`src/rtl/fish_sprite_render.sv`:
```
// Fish sprite renderer: bounces a sprite horizontally, steps its animation frame per video frame,
// and turns the VGA pixel stream into sprite SRAM reads with a 3-cycle aligned colour/hit output.
module fish_sprite_render #(
    parameter int unsigned DATA_WIDTH = 12,
    parameter int unsigned ADDR_WIDTH = 16,
    parameter int unsigned SCREEN_W   = 320,
    parameter int unsigned SPRITE_W   = 64,
    parameter int unsigned SPRITE_H   = 32,
    parameter int unsigned FRAMES     = 8,
    parameter int unsigned Y_POS      = 100,
    parameter int unsigned SPEED      = 1,
    parameter int unsigned ANIM_DIV   = 4,
    parameter logic [DATA_WIDTH-1:0] TRANSP = 12'h0F0
) (
    input  logic                  clk,
    input  logic                  reset,
    input  logic [9:0]            pixel_x,
    input  logic [9:0]            pixel_y,
    input  logic                  pixel_valid,
    input  logic                  frame_tick,
    output logic [ADDR_WIDTH-1:0] sram_addr,
    output logic                  sram_en,
    input  logic [DATA_WIDTH-1:0] sram_data,
    output logic [DATA_WIDTH-1:0] rgb_o,
    output logic                  hit_o,
    output logic                  valid_o,
    output logic [9:0]            fish_x_o,
    output logic                  dir_o
);

    localparam int unsigned AnimW = (FRAMES > 1) ? $clog2(FRAMES) : 1;
    localparam int unsigned CntW  = (ANIM_DIV > 1) ? $clog2(ANIM_DIV) : 1;
    localparam logic [10:0] XMax  = 11'(SCREEN_W - SPRITE_W);

    typedef enum logic {StRight, StLeft} state_t;

    state_t            state;
    logic [9:0]        fish_x;
    logic [CntW-1:0]   anim_cnt;
    logic [AnimW-1:0]  anim_idx;
    logic              v1, in1, v2, in2;

    // 11-bit views so bounds and subtractions never wrap
    logic [10:0]           xe, px, py, x_plus, col_raw, col, row;
    logic                  in_sprite;
    logic [ADDR_WIDTH-1:0] addr_next;

    always_comb begin
        xe        = {1'b0, fish_x};
        px        = {1'b0, pixel_x};
        py        = {1'b0, pixel_y};
        x_plus    = xe + 11'(SPEED);
        in_sprite = pixel_valid && (px >= xe) && (px < xe + 11'(SPRITE_W)) &&
                    (py >= 11'(Y_POS)) && (py < 11'(Y_POS + SPRITE_H));
        col_raw   = px - xe;
        row       = py - 11'(Y_POS);
        col       = (state == StLeft) ? 11'(SPRITE_W - 1) - col_raw : col_raw;
        addr_next = ADDR_WIDTH'(anim_idx) * ADDR_WIDTH'(SPRITE_W * SPRITE_H) +
                    ADDR_WIDTH'(row) * ADDR_WIDTH'(SPRITE_W) + ADDR_WIDTH'(col);
    end

    always_ff @(posedge clk) begin
        if (reset) begin
            state    <= StRight;
            fish_x   <= '0;
            anim_cnt <= '0;
            anim_idx <= '0;
        end else if (frame_tick) begin
            unique case (state)
                StRight: begin
                    if (x_plus >= XMax) begin
                        fish_x <= XMax[9:0];
                        state  <= StLeft;
                    end else begin
                        fish_x <= fish_x + 10'(SPEED);
                    end
                end
                StLeft: begin
                    if (xe <= 11'(SPEED)) begin
                        fish_x <= '0;
                        state  <= StRight;
                    end else begin
                        fish_x <= fish_x - 10'(SPEED);
                    end
                end
                default: state <= StRight;
            endcase
            if (anim_cnt == CntW'(ANIM_DIV - 1)) begin
                anim_cnt <= '0;
                anim_idx <= (anim_idx == AnimW'(FRAMES - 1)) ? '0 : anim_idx + 1'b1;
            end else begin
                anim_cnt <= anim_cnt + 1'b1;
            end
        end
    end

    // Stage 1 issues the read, stage 2 is the SRAM's own register, stage 3 keys out TRANSP
    always_ff @(posedge clk) begin
        if (reset) begin
            sram_addr <= '0;
            sram_en   <= 1'b0;
            v1        <= 1'b0;
            in1       <= 1'b0;
            v2        <= 1'b0;
            in2       <= 1'b0;
            rgb_o     <= '0;
            hit_o     <= 1'b0;
            valid_o   <= 1'b0;
        end else begin
            if (in_sprite) begin
                sram_addr <= addr_next;
            end
            sram_en <= pixel_valid;
            v1      <= pixel_valid;
            in1     <= in_sprite;
            v2      <= v1;
            in2     <= in1;
            valid_o <= v2;
            hit_o   <= in2 && (sram_data != TRANSP);
            rgb_o   <= (in2 && (sram_data != TRANSP)) ? sram_data : '0;
        end
    end

    assign fish_x_o = fish_x;
    assign dir_o    = (state == StLeft);

endmodule

```
`config.mk`:
```
export PLATFORM = sky130hd
export DESIGN_NAME = fish_sprite_render
export DESIGN_NICKNAME = d
export VERILOG_FILES = /design/src/rtl/fish_sprite_render.sv
export SDC_FILE = /design/constraint.sdc
export NUM_CORES = 1
export LEC_CHECK = 0
export BUFFER_PORTS_ARGS = -buffer_cell sky130_fd_sc_hd__buf_2
export CORE_MARGIN = 2
export CORE_UTILIZATION = 30
export DETAILED_ROUTE_END_ITERATION = 6
export PLACE_DENSITY = 0.45
export SKIP_CTS_REPAIR_TIMING = 1
export SLEW_MARGIN = 25
export SYNTH_ARGS = -nofsm -noshare
export SYNTH_HDL_FRONTEND = slang
export SYNTH_SLANG_ARGS = --single-unit
```
`constraint.sdc`:
```
create_clock -name clk -period 7.7 [get_ports clk]
set_input_delay 1.155 -clock clk [delete_from_list [all_inputs] [get_ports clk]]
set_output_delay 1.155 -clock clk [all_outputs]
set_load 0.01 [all_outputs]
```
-- Yosys cells after proc, flatten, opt, wreduce, memory -nomap -nowiden
Index checks and enable logic that the tools add are counted.
- register bits after elaboration: 50
- input port bits: 36
- output and inout port bits: 42
- word-level logic and storage cells: 50
- add/sub/neg operators: 11
- order comparisons: 6
- eq/ne operators: 3
- muxes and demuxes: 9
- bitwise logic cells: 2
- reduce and logical (&&, ||, !) cells: 7
- operator list (kind ; count):
    10-bit 2-to-1 mux ; 2
    10-bit one-hot mux with 2 select lines ; 1
    14-bit by 16-bit adder with 16-bit output ; 1
    16-bit by 11-bit adder with 16-bit output ; 1
    12-bit by 8-bit inequality test with 1-bit output (second input constant) ; 1
    10-bit by 1-bit adder with 11-bit output (second input constant) ; 1
    10-bit by 7-bit adder with 11-bit output (second input constant) ; 1
    11-bit by 9-bit >= comparator with 1-bit output (second input constant) ; 1
    10-bit by 11-bit < comparator with 1-bit output ; 1
    11-bit 2-to-1 mux ; 1
    10-bit by 10-bit subtractor with 11-bit output ; 1
    6-bit by 11-bit subtractor with 11-bit output (first input constant) ; 1
    10-bit by 1-bit adder with 10-bit output (second input constant) ; 1
    10-bit >= comparator ; 1
    10-bit by 7-bit >= comparator with 1-bit output (second input constant) ; 1
    10-bit by 1-bit <= comparator with 1-bit output (second input constant) ; 1
    10-bit by 8-bit < comparator with 1-bit output (second input constant) ; 1
    10-bit by 1-bit subtractor with 10-bit output (second input constant) ; 1
    10-bit by 7-bit subtractor with 10-bit output (second input constant) ; 1
    1-bit logical AND ; 5
    3-bit by 1-bit adder with 3-bit output (second input constant) ; 1
    3-bit == test (second input constant) ; 1
    3-bit 2-to-1 mux ; 1
    2-bit by 1-bit adder with 2-bit output (second input constant) ; 1
    7 further kinds ; 9

-- Longest topological paths before layout
Gate-level depths: netlist of run 1.
- word-level depth: 5
- depth in mapped cells: 19

-- Worst setup path after synthesis of run 1
No wires, ideal clock.
- path kind: in2reg
- from: in pixel_x[0]
- to: reg sram_addr[15]
- setup time: 0.134 ns
- data arrival time: 4.021 ns
- path slack: 3.545 ns
- stages: 17
- path buffers: 0
- path through: inv_1 -> ha_1 -> fa_1 -> nor2b_1 -> o2111ai_1 -> nand3b_1 -> xnor2_1 -> ha_1 -> nand2_1 -> o21ai_0 -> ha_1 -> a211oi_1 -> o211ai_1 -> and3_1 -> o21ai_0 -> xnor2_1 -> o22ai_1
- word-level cells in the longest chain between the ends: 5
- elaborated cells between the ends (all ways): 10
- ends and longest elaborated chain (element ; RTL line ; RTL):
    from (decl) ; 17 ; input logic [9:0] pixel_x,
    parallel branches: the longest is 5 deep, another holds 16-bit by 11-bit adder with 16-bit output ; - ;
    to (signal assigned) ; 111 ; sram_addr <= addr_next;
    to (decl) ; 21 ; output logic [ADDR_WIDTH-1:0] sram_addr,
Several ways; the timed one is not identified.
A chain may end at the register's enable or synchronous reset.

-- Worst setup path after layout of run 1
Ends and elaborated chain as after synthesis.

==> results of run 1 <==
[state kept, by name, indices dropped and copies added (netlist names), 2 cells and up]
register and count:
anim_cnt 2, rgb_o 12, fish_x_o 10, anim_idx 3, sram_addr 16
[area by class of cell]
| type | count | share of cell area (%) |
|---|---|---|
| multi-input combinational | 333 | 55.67 |
| sequential | 50 | 23.93 |
| tap | 143 | 4.278 |
| inverter | 29 | 2.602 |
| timing repair buffer | 78 | 9.393 |
| clock inverter | 3 | 1.137 |
| clock buffer | 5 | 2.991 |
[power groups by stage]
stage / sequential, mW / combinational, mW / clock [mW]
floorplan: 0.278 / 0.173 / 0
global placement: 0.282 / 0.231 / 0
detailed placement: 0.282 / 0.231 / 0
CTS: 0.276 / 0.233 / 0.271
global route: 0.277 / 0.261 / 0.279
finish: 0.276 / 0.232 / 0.263
[kinds of logic after synthesis]
family | Yosys count
buffers and inverters | 50
adder cells (fa/ha/maj) | 35
flip-flops | 50
AND/OR/NAND/NOR | 140
AO/OA/AOI/OAI | 123
multiplexers | 2
XOR/XNOR | 33
[final timing paths]
| kind | depth (start not counted) | to | slack, ps | startpoint |
|---|---|---|---|---|
| setup / recovery | 18 | sram_addr[15] | 3370 | pixel_x[0] |
| hold / removal | 1 | valid_o | 440 | v2 |
| setup reg to reg | 16 | sram_addr[15] | 3660 | fish_x_o[2] |
| hold reg to reg | 1 | valid_o | 440 | v2 |
[cell usage in the layout (no fill, tap or decap), types with 15 or more instances in the layout]
cell type / count
a21oi_1: 36
buf_2: 77
dfxtp_1: 50
ha_1: 33
inv_1: 29
nand2_1: 20
nand4_1: 15
nor2_1: 25
nor3_1: 18
o21ai_0: 15
xnor2_1: 27
[metal layers]
metal  vias to the layer above  routed length, µm  GRT usage, %
met5                         -                  0             0
met4                         0                138         4.228
met3                        12                427         3.510
met2                        60               4868         26.95
met1                      1603               5070         23.22
li1                       1711                  -             -
[per-stage QoR]
step | hold slack (ps) | area, µm²
2_1_floorplan | 413.8 | 3536
3_3_place_gp | 425.2 | 4006
3_5_place_dp | 427.1 | 4006
4_1_cts | 444.0 | 4179
5_1_grt | 465.6 | 4183
6_report | 439.1 | 4183
==> results.py, run 1 <==
metrics = {
    "cells_and_area": {
        "utilization_pct": 36.48,
        "antennaDiodeCount": 0,
        "n_fill_cell": 1237,
        "register_area_um2": 1001,
        "syn2layout_area_growth_pct": 18.29,
        "fin_nets": 568,
        "multiInputGateArea_um2": 2328,
        "fin_cells": 641,
        "layout-drive-gt1-share_pct": 19.08,
    },
    "placement": {
        "dp_slack_ps": 3079,
        "place_congestion": 0.8326,
        "placedCellCount": 633,
        "io_buffers": 77,
        "dp_hpwl_mm": 8.147,
    },
    "sta": {
        "final_hold_viol_count": 0,
        "slew_viol_final": 0,
        "rsz0062_at_grt": "no",
        "tns_ps": 0,
        "worst_pin_slew_ps": 789.3,
        "max_freq_mhz": 230.7,
        "fin_crit_ps": 4334,
        "maxSlewHeadroom_pct": 47.31,
        "fin_skew_ps": 6.783,
        "finalSetupViolCount": 0,
        "fin_crit_sh_pct": 56.29,
        "setup_slack_ps": 3366,
    },
    "status": {
        "status": "finished clean",
    },
    "synth": {
        "synthCells": 433,
        "synth_xor_area_share_pct": 8.174,
        "ys_seq_area_share_pct": 28.31,
        "synth_fp_nets": 504,
        "synth_top_family_by_area": "compound AO/OA/AOI/OAI gates",
        "ys_ff_latch": 50,
        "async_flop_share_pct": 0,
        "synth_cell_types": 56,
        "synth-warning-count": 0,
        "syn-cell-area_um2": 3536,
        "synthMuxAreaShare_pct": 0.5662,
        "ys_top_cells_by_count": "50 x dfxtp_1, 37 x a21oi_1, 33 x ha_1",
        "syn_avg_cell_area_um2": 8.166,
        "synth-compound-area-share_pct": 22.82,
        "synth_simple_gate_area_share_pct": 21.37,
        "synthFlopType": "dfxtp_1",
        "synth_edf_count": 0,
        "synth_top_area_share_pct": 28.31,
        "synth_adder_area_share_pct": 12.81,
        "yosys.area.top_type": "dfxtp_1",
        "yosysMostFrequentCell": "dfxtp_1",
        "synthTopCellsByArea": "dfxtp_1 28%, ha_1 12%, xnor2_1 6.7%",
    },
    "routing": {
        "vias": 3386,
        "wl_per_cell_um": 16.39,
        "first_iter_violations": 209,
        "viasPerCell": 5.282,
        "dr.pass1.iters": 4,
        "route.detailed.drc": 0,
        "wl_mm": 10.50,
        "drtAntennaViolNets": 0,
    },
    "power": {
        "p_seq_share_pct": 35.8,
        "irDropWorstVdd_v": 0.00008818,
        "swShare_pct": 32.83,
        "p_comb_share_pct": 30.1,
        "p_leak_nw": 1.784,
        "power_density_nw_per_um2": 184.3,
        "switching_power_mw": 0.2530,
        "p_clk_share_pct": 34.1,
        "p_int_mw": 0.5178,
        "power.total_mw": 0.7708,
    },
    "critical_path": {
        "cp_cell_sequence": "buf_2 -> inv_1 -> ha_1 -> fa_1 -> nor2b_1 -> o2111ai_1 -> nand3b_1 -> xnor2_1 -> ha_1 -> nand2_1 -> o21ai_0 -> ha_1 -> a211oi_1 -> o211ai_1 -> and3_1 -> o21ai_0 -> xnor2_1 -> o22ai_1",
        "critical_path.slowest_cell": "fa_1",
        "crit_top_cell": "ha_1",
        "path_max_fanout": 3,
        "max_stage_delay_ps": 410,
        "endpoint_kind": "register",
        "cp.arrival_ps": 4490,
        "worstPathBufferInverterCount": 2,
        "cp.required_ps": 7850,
        "crit_type": "in -> reg",
        "cp-start-kind": "input port",
        "critical_path.top_delay_family": "adder cells",
    },
    "job": {
        "max_cap_violations": 0,
    },
    "floorplan": {
        "rows": 39,
        "boundaryPins": 78,
        "die_height_um": 112.6,
        "die_area_um2": 12670,
        "chipWidth_um": 112.6,
        "core_area_um2": 11470,
        "start_util_pct": 30.83,
    },
    "cts": {
        "cts_buffer_depth": 2,
        "cts_tree": "yes",
        "clk_pin_slew_ps": 70,
        "cts_root_buffer": "clkbuf_16",
        "cts.sinks": 50,
        "cts-buffers-inserted": 5,
        "cts-htree-levels": 2,
        "clk_latency_ps": 290,
    },
    "global_route": {
        "antenna_found_initial": 0,
        "grt_pass1_wl_mm": 17.20,
        "grt_max_degree": 37,
        "grt_usage_pct": 16.85,
        "grt_pass1_vias": 3308,
        "grt_overflow": 0,
    },
    "worst_hold_path": {
        "hp-class": "reg -> reg",
    },
}
No activity file was read; power rests on OpenSTA's default activity.
==> run 2: changes to the inputs <==
--- a/config.mk
+++ b/config.mk
@@ -5,6 +5,7 @@
 export SDC_FILE = /design/constraint.sdc
 export NUM_CORES = 1
 export LEC_CHECK = 0
+export ABC_AREA = 1
 export BUFFER_PORTS_ARGS = -buffer_cell sky130_fd_sc_hd__buf_2
 export CORE_MARGIN = 2
 export CORE_UTILIZATION = 30
==> constraint.sdc (replaced) <==
create_clock -name clk -period 4.5 [get_ports clk]
set_input_delay 0.675 -clock clk [delete_from_list [all_inputs] [get_ports clk]]
set_output_delay 0.675 -clock clk [all_outputs]
set_load 0.01 [all_outputs]
==> results.py, run 2 <==
metrics = {
    "sta": {
        "fin_crit_sh_pct": 83.95,
        "tns_ps": 0,
        "final_hold_viol_count": 0,
        "slew_viol_final": 0,
        "fin_skew_ps": 5.497,
        "maxSlewHeadroom_pct": 42.08,
        "finalSetupViolCount": 0,
        "max_freq_mhz": 264.7,
        "fin_crit_ps": 3778,
        "worst_pin_slew_ps": 867.8,
        "rsz0062_at_grt": "no",
        "setup_slack_ps": 722.3,
        "holdWs_ps": 410.3,
    },
    "cells_and_area": {
        "syn2layout_area_growth_pct": 17.86,
        "register_area_um2": 1001,
        "layout-drive-gt1-share_pct": 17.07,
        "largest_reg_flops": 16,
        "final_cell_mix": "118 x nand2_1, 82 x nor2_1, 77 x buf_2",
        "largest_register": "sram_addr",
        "fin_nets": 691,
        "multiInputGateArea_um2": 2273,
        "final_common_cell": "nand2_1",
        "n_fill_cell": 1326,
        "antennaDiodeCount": 0,
    },
    "cts": {
        "cts-htree-levels": 2,
        "cts.sinks": 50,
        "clk_pin_slew_ps": 80,
        "cts-buffers-inserted": 5,
        "cts_root_buffer": "clkbuf_16",
        "cts_tree": "yes",
        "clk_latency_ps": 300,
        "cts_buffer_depth": 2,
    },
    "floorplan": {
        "core_area_um2": 11960,
        "die_area_um2": 13090,
        "chipWidth_um": 114.4,
        "start_util_pct": 30.58,
        "die_height_um": 114.4,
        "boundaryPins": 78,
        "rows": 40,
    },
    "routing": {
        "wl_per_cell_um": 13.00,
        "wl_met1_mm": 4.988,
        "wl_mm": 9.987,
        "vias": 3536,
        "viasPerCell": 4.604,
        "dr.pass1.iters": 4,
        "route.detailed.drc": 0,
        "wl_met2_mm": 4.550,
        "route.met3.wl_um": 335,
        "drtAntennaViolNets": 0,
        "dr.max_layer_used": "met4",
        "first_iter_violations": 110,
    },
    "synth": {
        "syn-cell-area_um2": 3657,
        "async_flop_share_pct": 0,
        "ys_top_cells_by_count": "118 x nand2_1, 82 x nor2_1, 72 x inv_1",
        "ys_seq_area_share_pct": 27.37,
        "ys_ff_latch": 50,
        "synth_cell_types": 39,
        "yosys.area.top_type": "dfxtp_1",
        "synth_top_area_share_pct": 27.37,
        "synth-warning-count": 0,
        "synth_edf_count": 0,
        "synthCells": 548,
        "syn_avg_cell_area_um2": 6.674,
        "synthFlopType": "dfxtp_1",
        "synth_fp_nets": 619,
        "synthTopCellsByArea": "dfxtp_1 27%, nand2_1 12%, ha_1 11%",
        "yosysMostFrequentCell": "nand2_1",
    },
    "global_route": {
        "grt_pass1_wl_mm": 16.63,
        "grt_overflow": 0,
        "grt_pass1_vias": 3394,
        "grt_max_degree": 27,
        "grt_usage_pct": 15.90,
        "antenna_found_initial": 0,
    },
    "placement": {
        "dp_hpwl_mm": 7.833,
        "dp_slack_ps": 665.8,
        "place_congestion": 0.8551,
        "io_buffers": 77,
    },
    "critical_path": {
        "cp.required_ps": 4690,
        "cp.arrival_ps": 3970,
        "cp-start-kind": "register",
        "crit_type": "reg -> reg",
        "cp_cell_sequence": "inv_1 -> ha_1 -> nand2_1 -> nand2_1 -> inv_1 -> nand2_1 -> a21oi_1 -> xor2_1 -> ha_1 -> o21ai_0 -> inv_1 -> ha_1 -> nand2_1 -> nor2_1 -> nand2_1 -> nand3_1 -> nand2_1 -> nor2_1 -> nand2_1 -> nand3_1 -> nand2_1 -> nor2_1 -> nor2_1",
        "path_max_fanout": 10,
        "max_stage_delay_ps": 540,
        "endpoint_kind": "register",
        "crit_top_cell": "nand2_1",
        "critical_path.slowest_cell": "dfxtp_1",
    },
    "status": {
        "status": "finished clean",
    },
    "power": {
        "p_leak_nw": 2.295,
        "irDropWorstVdd_v": 0.0001372,
        "power_density_nw_per_um2": 294.1,
    },
    "worst_hold_path": {
        "hp-class": "reg -> reg",
    },
    "job": {
        "max_cap_violations": 0,
    },
}
run 2: cell count changes after synthesis, sizes merged, moves of 13 or more:
cell,change
nor2,+59
inv,+49
xor2,+18
xnor2,-16
and2,-14
o21ai,+13
nand3,+24
nand2,+104
run 2: metrics by stage:
stage | area, µm² | total power, mW | utilization [%] | instances
floorplan | 3657 | 0.7698 | - | 548
global placement | 4159 | 0.8765 | 34.77 | 760
detailed placement | 4159 | 0.8752 | 34.77 | 760
CTS | 4310 | 1.290 | 36.04 | 768
global route | 4310 | 1.365 | 36.04 | 768
finish | 4310 | 1.268 | 36.04 | 768
run 2: cells by family after synthesis:
| logic type | after synthesis | synth area share [%] |
|---|---|---|
| AND/OR/NAND/NOR | 264 | 31.00 |
| buffers and inverters | 94 | 10.47 |
| AO/OA/AOI/OAI | 70 | 10.40 |
| flip-flops | 50 | 27.37 |
| XOR/XNOR | 35 | 8.382 |
| adder cells (fa/ha/maj) | 35 | 12.38 |
run 2: report_power, final:
group | leakage [nW] | switching [mW] | internal, mW
registers | 0.406 | 0.0166 | 0.454
logic | 1.81 | 0.242 | 0.151
clock network | 0.0748 | 0.192 | 0.212
total | 2.29 | 0.451 | 0.817
run 2: layer usage:
layer | vias to the layer above | global-route usage, %
met1 | 1580 | 21.27
met3 | 6 | 2.435
li1 | 1884 | -
met2 | 66 | 26.67
met5 | - | 0
met4 | 0 | 4.146
run 2: worst max-delay path: cells and delay by family (launching register included):
family | cells | cell delay [ps]
AOI/OAI and AO/OA | 2 | 500
xor gates and xnor gates | 1 | 300
buffers and inverters | 3 | 330
and+or+nand+nor | 14 | 1010
DFF | 1 | 540
adders and majority gates | 3 | 980
run 2: final timing paths:
check	depth (start not counted)	slack, ps	start	endpoint
max reg2reg	23	720	fish_x_o[6]	sram_addr[15]
min reg2reg	2	410	v2	valid_o
max	23	720	fish_x_o[6]	sram_addr[15]
min	2	410	v2	valid_o
run 2: final cells by class:
type,instances,area share [%]
clock inverters,3,0.6096
flip-flops and latches,50,23.22
clock buffers,5,2.903
well taps,147,4.267
repair buffers,79,9.289
multi-input cells,404,52.74
inverters,80,6.967
